### config.mk
export PLATFORM = sky130hd
export DESIGN_NAME = multicycle_controller
export DESIGN_NICKNAME = d
export VERILOG_FILES = /design/src/rtl/mips_ctrl_pkg.sv /design/src/rtl/op_class_decode.sv /design/src/rtl/multicycle_controller.sv
export SDC_FILE = /design/constraint.sdc
export NUM_CORES = 1
export LEC_CHECK = 0
export BUFFER_PORTS_ARGS = -buffer_cell sky130_fd_sc_hd__buf_2
export CAP_MARGIN = 5
export CORE_UTILIZATION = 25
export DETAILED_ROUTE_END_ITERATION = 12
export RECOVER_POWER = 25
export SLEW_MARGIN = 20
export SYNTH_ARGS = -nofsm -noshare
export SYNTH_HDL_FRONTEND = slang
export SYNTH_SLANG_ARGS = --single-unit
### constraint.sdc
create_clock -name clk -period 3.7 [get_ports clk]
set_input_delay 0.74 -clock clk [delete_from_list [all_inputs] [get_ports clk]]
set_output_delay 0.74 -clock clk [all_outputs]
set_load 0.03 [all_outputs]
### src/rtl/mips_ctrl_pkg.sv
// Shared encodings for the multi-cycle MIPS controller: opcodes, select codes,
// state and instruction-class enums, and the control-word payload.
package mips_ctrl_pkg;

  localparam int unsigned OP_W      = 6;
  localparam int unsigned FUNCT_W   = 6;
  localparam int unsigned ALU_OP_W  = 3;
  localparam int unsigned SRC_B_W   = 3;
  localparam int unsigned PC_SRC_W  = 2;
  localparam int unsigned REG_DST_W = 2;
  localparam int unsigned WB_SRC_W  = 2;

  localparam logic [OP_W-1:0] OP_RTYPE = 6'h00;
  localparam logic [OP_W-1:0] OP_J     = 6'h02;
  localparam logic [OP_W-1:0] OP_JAL   = 6'h03;
  localparam logic [OP_W-1:0] OP_BEQ   = 6'h04;
  localparam logic [OP_W-1:0] OP_BNE   = 6'h05;
  localparam logic [OP_W-1:0] OP_ADDI  = 6'h08;
  localparam logic [OP_W-1:0] OP_XORI  = 6'h0e;
  localparam logic [OP_W-1:0] OP_LW    = 6'h23;
  localparam logic [OP_W-1:0] OP_SW    = 6'h2b;

  localparam logic [FUNCT_W-1:0] FN_JR  = 6'h08;
  localparam logic [FUNCT_W-1:0] FN_ADD = 6'h20;
  localparam logic [FUNCT_W-1:0] FN_SUB = 6'h22;
  localparam logic [FUNCT_W-1:0] FN_SLT = 6'h2a;

  localparam logic [ALU_OP_W-1:0] ALU_ADD = 3'd0;
  localparam logic [ALU_OP_W-1:0] ALU_SUB = 3'd1;
  localparam logic [ALU_OP_W-1:0] ALU_XOR = 3'd2;
  localparam logic [ALU_OP_W-1:0] ALU_SLT = 3'd3;

  localparam logic [SRC_B_W-1:0] SRCB_REGB = 3'd0;
  localparam logic [SRC_B_W-1:0] SRCB_FOUR = 3'd1;
  localparam logic [SRC_B_W-1:0] SRCB_SIMM = 3'd2;
  localparam logic [SRC_B_W-1:0] SRCB_ZIMM = 3'd3;
  localparam logic [SRC_B_W-1:0] SRCB_BOFF = 3'd4;

  localparam logic [PC_SRC_W-1:0] PCSRC_ALU    = 2'd0;
  localparam logic [PC_SRC_W-1:0] PCSRC_ALUOUT = 2'd1;
  localparam logic [PC_SRC_W-1:0] PCSRC_JUMP   = 2'd2;
  localparam logic [PC_SRC_W-1:0] PCSRC_REGA   = 2'd3;

  localparam logic [REG_DST_W-1:0] REGDST_RT  = 2'd0;
  localparam logic [REG_DST_W-1:0] REGDST_RD  = 2'd1;
  localparam logic [REG_DST_W-1:0] REGDST_R31 = 2'd2;

  localparam logic [WB_SRC_W-1:0] WB_ALUOUT = 2'd0;
  localparam logic [WB_SRC_W-1:0] WB_MDR    = 2'd1;
  localparam logic [WB_SRC_W-1:0] WB_PC     = 2'd2;

  typedef enum logic [2:0] {
    S_IDLE, S_FETCH, S_DECODE, S_EXEC, S_MEM, S_WB, S_HALT
  } state_t;

  typedef enum logic [3:0] {
    C_RTYPE_ADD, C_RTYPE_SUB, C_RTYPE_SLT, C_JR, C_ADDI, C_XORI,
    C_LW, C_SW, C_BEQ, C_BNE, C_J, C_JAL, C_ILLEGAL
  } op_class_t;

  typedef struct packed {
    logic                 mem_req;
    logic                 mem_we;
    logic                 iord;
    logic                 ir_we;
    logic                 pc_we;
    logic                 reg_we;
    logic [ALU_OP_W-1:0]  alu_op;
    logic                 alu_src_a;
    logic [SRC_B_W-1:0]   alu_src_b;
    logic [PC_SRC_W-1:0]  pc_src;
    logic [REG_DST_W-1:0] reg_dst;
    logic [WB_SRC_W-1:0]  wb_src;
    logic                 instr_done;
    logic                 halted;
  } ctrl_t;

  function automatic logic is_rtype_alu(input op_class_t c);
    return (c == C_RTYPE_ADD) || (c == C_RTYPE_SUB) || (c == C_RTYPE_SLT);
  endfunction

endpackage

### src/rtl/op_class_decode.sv
// Combinational opcode/funct classifier; anything outside the supported set is ILLEGAL.
module op_class_decode
  import mips_ctrl_pkg::*;
(
  input  logic [OP_W-1:0]    op,
  input  logic [FUNCT_W-1:0] funct,
  output op_class_t          op_class
);

  always_comb begin
    op_class = C_ILLEGAL;
    case (op)
      OP_RTYPE: begin
        case (funct)
          FN_ADD:  op_class = C_RTYPE_ADD;
          FN_SUB:  op_class = C_RTYPE_SUB;
          FN_SLT:  op_class = C_RTYPE_SLT;
          FN_JR:   op_class = C_JR;
          default: op_class = C_ILLEGAL;
        endcase
      end
      OP_J:    op_class = C_J;
      OP_JAL:  op_class = C_JAL;
      OP_BEQ:  op_class = C_BEQ;
      OP_BNE:  op_class = C_BNE;
      OP_ADDI: op_class = C_ADDI;
      OP_XORI: op_class = C_XORI;
      OP_LW:   op_class = C_LW;
      OP_SW:   op_class = C_SW;
      default: op_class = C_ILLEGAL;
    endcase
  end

endmodule

### src/rtl/multicycle_controller.sv
// Multi-cycle MIPS sequencer: steps FETCH/DECODE/EXEC/MEM/WB and decodes every
// datapath select and write enable from the state, the registered class and the handshake inputs.
module multicycle_controller
  import mips_ctrl_pkg::*;
(
  input  logic                 clk,
  input  logic                 rst_n,
  input  logic                 run,
  input  logic [OP_W-1:0]      op,
  input  logic [FUNCT_W-1:0]   funct,
  input  logic                 zero,
  input  logic                 mem_ready,
  output logic                 mem_req,
  output logic                 mem_we,
  output logic                 iord,
  output logic                 ir_we,
  output logic                 pc_we,
  output logic                 reg_we,
  output logic [ALU_OP_W-1:0]  alu_op,
  output logic                 alu_src_a,
  output logic [SRC_B_W-1:0]   alu_src_b,
  output logic [PC_SRC_W-1:0]  pc_src,
  output logic [REG_DST_W-1:0] reg_dst,
  output logic [WB_SRC_W-1:0]  wb_src,
  output logic                 instr_done,
  output logic                 halted
);

  state_t    state, state_nxt;
  op_class_t cls_q, cls_dec;
  ctrl_t     ctrl;
  logic      retire;

  op_class_decode u_decode (
    .op       (op),
    .funct    (funct),
    .op_class (cls_dec)
  );

  // State and class registers; the class is captured only while decoding.
  always_ff @(posedge clk or negedge rst_n) begin
    if (!rst_n) begin
      state <= S_IDLE;
      cls_q <= C_ILLEGAL;
    end else begin
      state <= state_nxt;
      if (state == S_DECODE) cls_q <= cls_dec;
    end
  end

  // Next state and control word; the handshake and zero flag gate the enables within the cycle.
  always_comb begin
    state_nxt = state;
    ctrl      = '0;
    retire    = 1'b0;
    case (state)
      S_IDLE: if (run) state_nxt = S_FETCH;
      S_FETCH: begin
        ctrl.mem_req   = 1'b1;
        ctrl.alu_op    = ALU_ADD;
        ctrl.alu_src_b = SRCB_FOUR;
        ctrl.pc_src    = PCSRC_ALU;
        if (mem_ready) begin
          ctrl.ir_we = 1'b1;
          ctrl.pc_we = 1'b1;
          state_nxt  = S_DECODE;
        end
      end
      S_DECODE: begin
        ctrl.alu_src_b = SRCB_BOFF;
        state_nxt      = (cls_dec == C_ILLEGAL) ? S_HALT : S_EXEC;
      end
      S_EXEC: begin
        case (cls_q)
          C_RTYPE_ADD, C_RTYPE_SUB, C_RTYPE_SLT: begin
            ctrl.alu_src_a = 1'b1;
            ctrl.alu_src_b = SRCB_REGB;
            ctrl.alu_op    = (cls_q == C_RTYPE_SUB) ? ALU_SUB :
                             (cls_q == C_RTYPE_SLT) ? ALU_SLT : ALU_ADD;
            state_nxt      = S_WB;
          end
          C_ADDI, C_LW, C_SW: begin
            ctrl.alu_src_a = 1'b1;
            ctrl.alu_src_b = SRCB_SIMM;
            state_nxt      = (cls_q == C_ADDI) ? S_WB : S_MEM;
          end
          C_XORI: begin
            ctrl.alu_src_a = 1'b1;
            ctrl.alu_src_b = SRCB_ZIMM;
            ctrl.alu_op    = ALU_XOR;
            state_nxt      = S_WB;
          end
          C_BEQ, C_BNE: begin
            ctrl.alu_src_a = 1'b1;
            ctrl.alu_src_b = SRCB_REGB;
            ctrl.alu_op    = ALU_SUB;
            ctrl.pc_src    = PCSRC_ALUOUT;
            ctrl.pc_we     = (cls_q == C_BEQ) ? zero : !zero;
            retire         = 1'b1;
          end
          C_J, C_JAL: begin
            ctrl.pc_we  = 1'b1;
            ctrl.pc_src = PCSRC_JUMP;
            if (cls_q == C_JAL) begin
              ctrl.reg_we  = 1'b1;
              ctrl.reg_dst = REGDST_R31;
              ctrl.wb_src  = WB_PC;
            end
            retire = 1'b1;
          end
          C_JR: begin
            ctrl.pc_we  = 1'b1;
            ctrl.pc_src = PCSRC_REGA;
            retire      = 1'b1;
          end
          default: state_nxt = S_HALT;
        endcase
      end
      S_MEM: begin
        ctrl.mem_req = 1'b1;
        ctrl.iord    = 1'b1;
        ctrl.mem_we  = (cls_q == C_SW);
        if (mem_ready) begin
          if (cls_q == C_SW) retire = 1'b1;
          else               state_nxt = S_WB;
        end
      end
      S_WB: begin
        ctrl.reg_we  = 1'b1;
        ctrl.reg_dst = is_rtype_alu(cls_q) ? REGDST_RD : REGDST_RT;
        ctrl.wb_src  = (cls_q == C_LW) ? WB_MDR : WB_ALUOUT;
        retire       = 1'b1;
      end
      S_HALT: ctrl.halted = 1'b1;
      default: state_nxt = S_IDLE;
    endcase
    if (retire) begin
      ctrl.instr_done = 1'b1;
      state_nxt       = run ? S_FETCH : S_IDLE;
    end
  end

  assign mem_req    = ctrl.mem_req;
  assign mem_we     = ctrl.mem_we;
  assign iord       = ctrl.iord;
  assign ir_we      = ctrl.ir_we;
  assign pc_we      = ctrl.pc_we;
  assign reg_we     = ctrl.reg_we;
  assign alu_op     = ctrl.alu_op;
  assign alu_src_a  = ctrl.alu_src_a;
  assign alu_src_b  = ctrl.alu_src_b;
  assign pc_src     = ctrl.pc_src;
  assign reg_dst    = ctrl.reg_dst;
  assign wb_src     = ctrl.wb_src;
  assign instr_done = ctrl.instr_done;
  assign halted     = ctrl.halted;

endmodule

==> metrics.yaml <==
synthTopCellsByArea: "dfrtp_1 (13%), nor2_1 (6.6%), nor3_1 (6.2%)"
hold_violations: 0
vias_per_cell: 4.69
drive_gt1_frac: 0.311
fin_crit_sh: 0.723
worstPathArrival_ps: 1940
htree_levels: 1
die_y_um: 64.1
antenna_cells: 0
finalCriticalPeriod_ps: 2680
power_density_nw_per_um2: 663
ys.flop_type: "dfrtp_1"
hold_ws_ps: 410
ys_seq_area_frac: 0.184
p_total_mw: 0.776
area_growth_syn_to_layout_pct: 21.4
synth_top_area_frac: 0.130
r2r-end: "state[0]"
clockRootBuffer: "clkbuf_8"
seq_power_share: 0.312
antenna_found_initial: 0
grt_start_max_net_pins: 16
critical-path-max-stage-delay_ps: 530
vias: 1008
tns_ps: 0
path_class: "reg2out"
grt_pass1_wl_um: 4060
syn_area_um2: 965
nNetsFinal: 185
dieWidth_um: 64.1
clockBufferDepth: 2
slew_headroom: 0.662
syn-mean-instance-area_um2: 6.99
syn_inst: 138
clkTransAtPathRegs_ps: 40
gp_congestion: 0.809
setup_viol: 0
worstPathRequired_ps: 2960
core_area_um2: 3690
rr_startpoint: "state[2]"
yosysMostFrequentCell: "nor2_1"
dr.pass1.iters: 4
gr-total-overflow: 0
rr_worst_depth: 5
synth_top_area_cell: "dfrtp_1"
postRouteAntennaNets: 0
post_cts_buffers: 0
drc_errors: 0
cts_hold_buf: 0
intPower_mw: 0.377
initial_core_util: 0.262
port-buffer-count: 36
maxCapViolCount: 0
worstMarginPinSlew_ps: 506
pwr-share-comb: 0.551
synth.net_count: 155
rsz0062_at_grt: "no"
cts_tree: "done"
peakVddDrop_mv: 0.184
ios: 38
fmaxAchievable_mhz: 374
crit_end: "instr_done"
async_flop_share: 1.00
crit_slowest_cell: "dfrtp_1"
grt_pass1_vias: 931
drt-total-wl_um: 2410
crit_path_end_kind: "output port"
clock_sinks: 7
critPathMaxFanout: 13
grt_usage: 0.124
netSwitchingFraction: 0.514
cp_cell_sequence: "nand3b_2 -> nor2_2 -> o21a_1 -> o21bai_1 -> buf_2"
synth_seq_cells: 7
post_drt_wl_per_cell_um: 11.2
r2r_slack_ps: 1900
synth_edf_count: 0
finClkSkew_ps: 0.809
ys_types: 48
drtIter0Drc: 59
status: "completed"
worstHoldPathType: "in2async"
die_area_um2: 4110
place_hpwl_um: 1900
crit_path_start_kind: "flop"
p_leak_nw: 0.529
p_clk_frac: 0.137
cts_made_buffers: 3
ys_top_cells_by_count: "nor2_1 (17), nor3_1 (12), a21oi_1 (10)"
slew_viol_final: 0
cp-startpoint: "state[2]"
rows: 22
yosysWarnings: 0
p_sw_mw: 0.398
cts.repair.resized: 0
clkLatencyLatePin_ps: 220
-- final cells by class --
type	instances	area, um2
timing repair buffer	36	179
inverter	6	22.5
tap	48	60.1
sequential	7	178
clock buffer	4	45.0
fill	427	2520
multi-input combinational	114	687
-- flip-flops by register name, summed over array words and instances (netlist names) --
| name | flops |
|---|---|
| cls_q | 4 |
| state | 3 |
-- power by group through the flow --
stage / clock, mW / combinational [mW] / sequential (mW)
3_5_place_dp: 0 / 0.430 / 0.240
6_report: 0.106 / 0.427 / 0.242
4_1_cts: 0.109 / 0.432 / 0.240
3_3_place_gp: 0 / 0.431 / 0.238
2_1_floorplan: 0 / 0.439 / 0.151
5_1_grt: 0.116 / 0.479 / 0.257
-- worst min-delay path by stage --
| stage | startpoint | endpoint | slack, ps | cells past startpoint |
|---|---|---|---|---|
| finish | rst_n | cls_q[1] | 410 | 1 |
| global route | rst_n | cls_q[1] | 430 | 1 |
| CTS | rst_n | state[1] | 340 | 1 |
| detailed placement | rst_n | cls_q[1] | 580 | 1 |
| global placement | rst_n | cls_q[1] | 580 | 1 |
| floorplan | rst_n | cls_q[0] | 440 | 0 |
-- metal layers --
layer / up-vias / track usage / share of wire
met1: 439 / 0.167 / 0.51
li1: 546 / - / -
met4: 0 / 0.0333 / 0
met5: - / 0 / 0
met3: 0 / 0.0268 / 0.048
met2: 23 / 0.199 / 0.44
-- per-stage QoR --
step	cells	utilization	worst slack, ps	area (um2)
3_3_place_gp	211	0.307	1300	1130
4_1_cts	215	0.320	1020	1180
3_5_place_dp	211	0.307	1270	1130
2_1_floorplan	138	-	1130	965
6_report	215	0.318	1020	1170
5_1_grt	215	0.318	875	1170
-- cell usage in the layout (no fill, tap or decap), types with 3 or more instances in the layout --
cell type  synthesis  routed
a21oi_1           10      10
a31oi_1            4       4
buf_2              3      35
clkbuf_8           0       3
dfrtp_1            5       5
inv_1              4       4
nand2_1            9       9
nand2b_1           5       5
nand3_1            5       5
nor2_1            17      17
nor2_2             3       3
nor2b_1            5       5
nor3_1            12      12
o21ai_0            8       8
xnor2_1            3       3
-- critical path: cells and delay by family (launching register included) --
family,cells,cell delay (ps)
AO/OA/AOI/OAI,2,390
flip-flops,1,530
buffers and inverters,1,240
AND/OR/NAND/NOR,2,550
-- kinds of logic (layout without fill, tap and decap cells) --
family / after synthesis / after routing / synth area share
compound gates: 39 / 39 / 0.272
xor+xnor: 4 / 4 / 0.0363
buf+inv: 17 / 46 / 0.0973
flops: 7 / 7 / 0.184
mux: 1 / 1 / 0.0117
other cells: 1 / 1 / 0.00389
simple gates: 69 / 69 / 0.394
No activity file was read; power rests on OpenSTA's default activity.
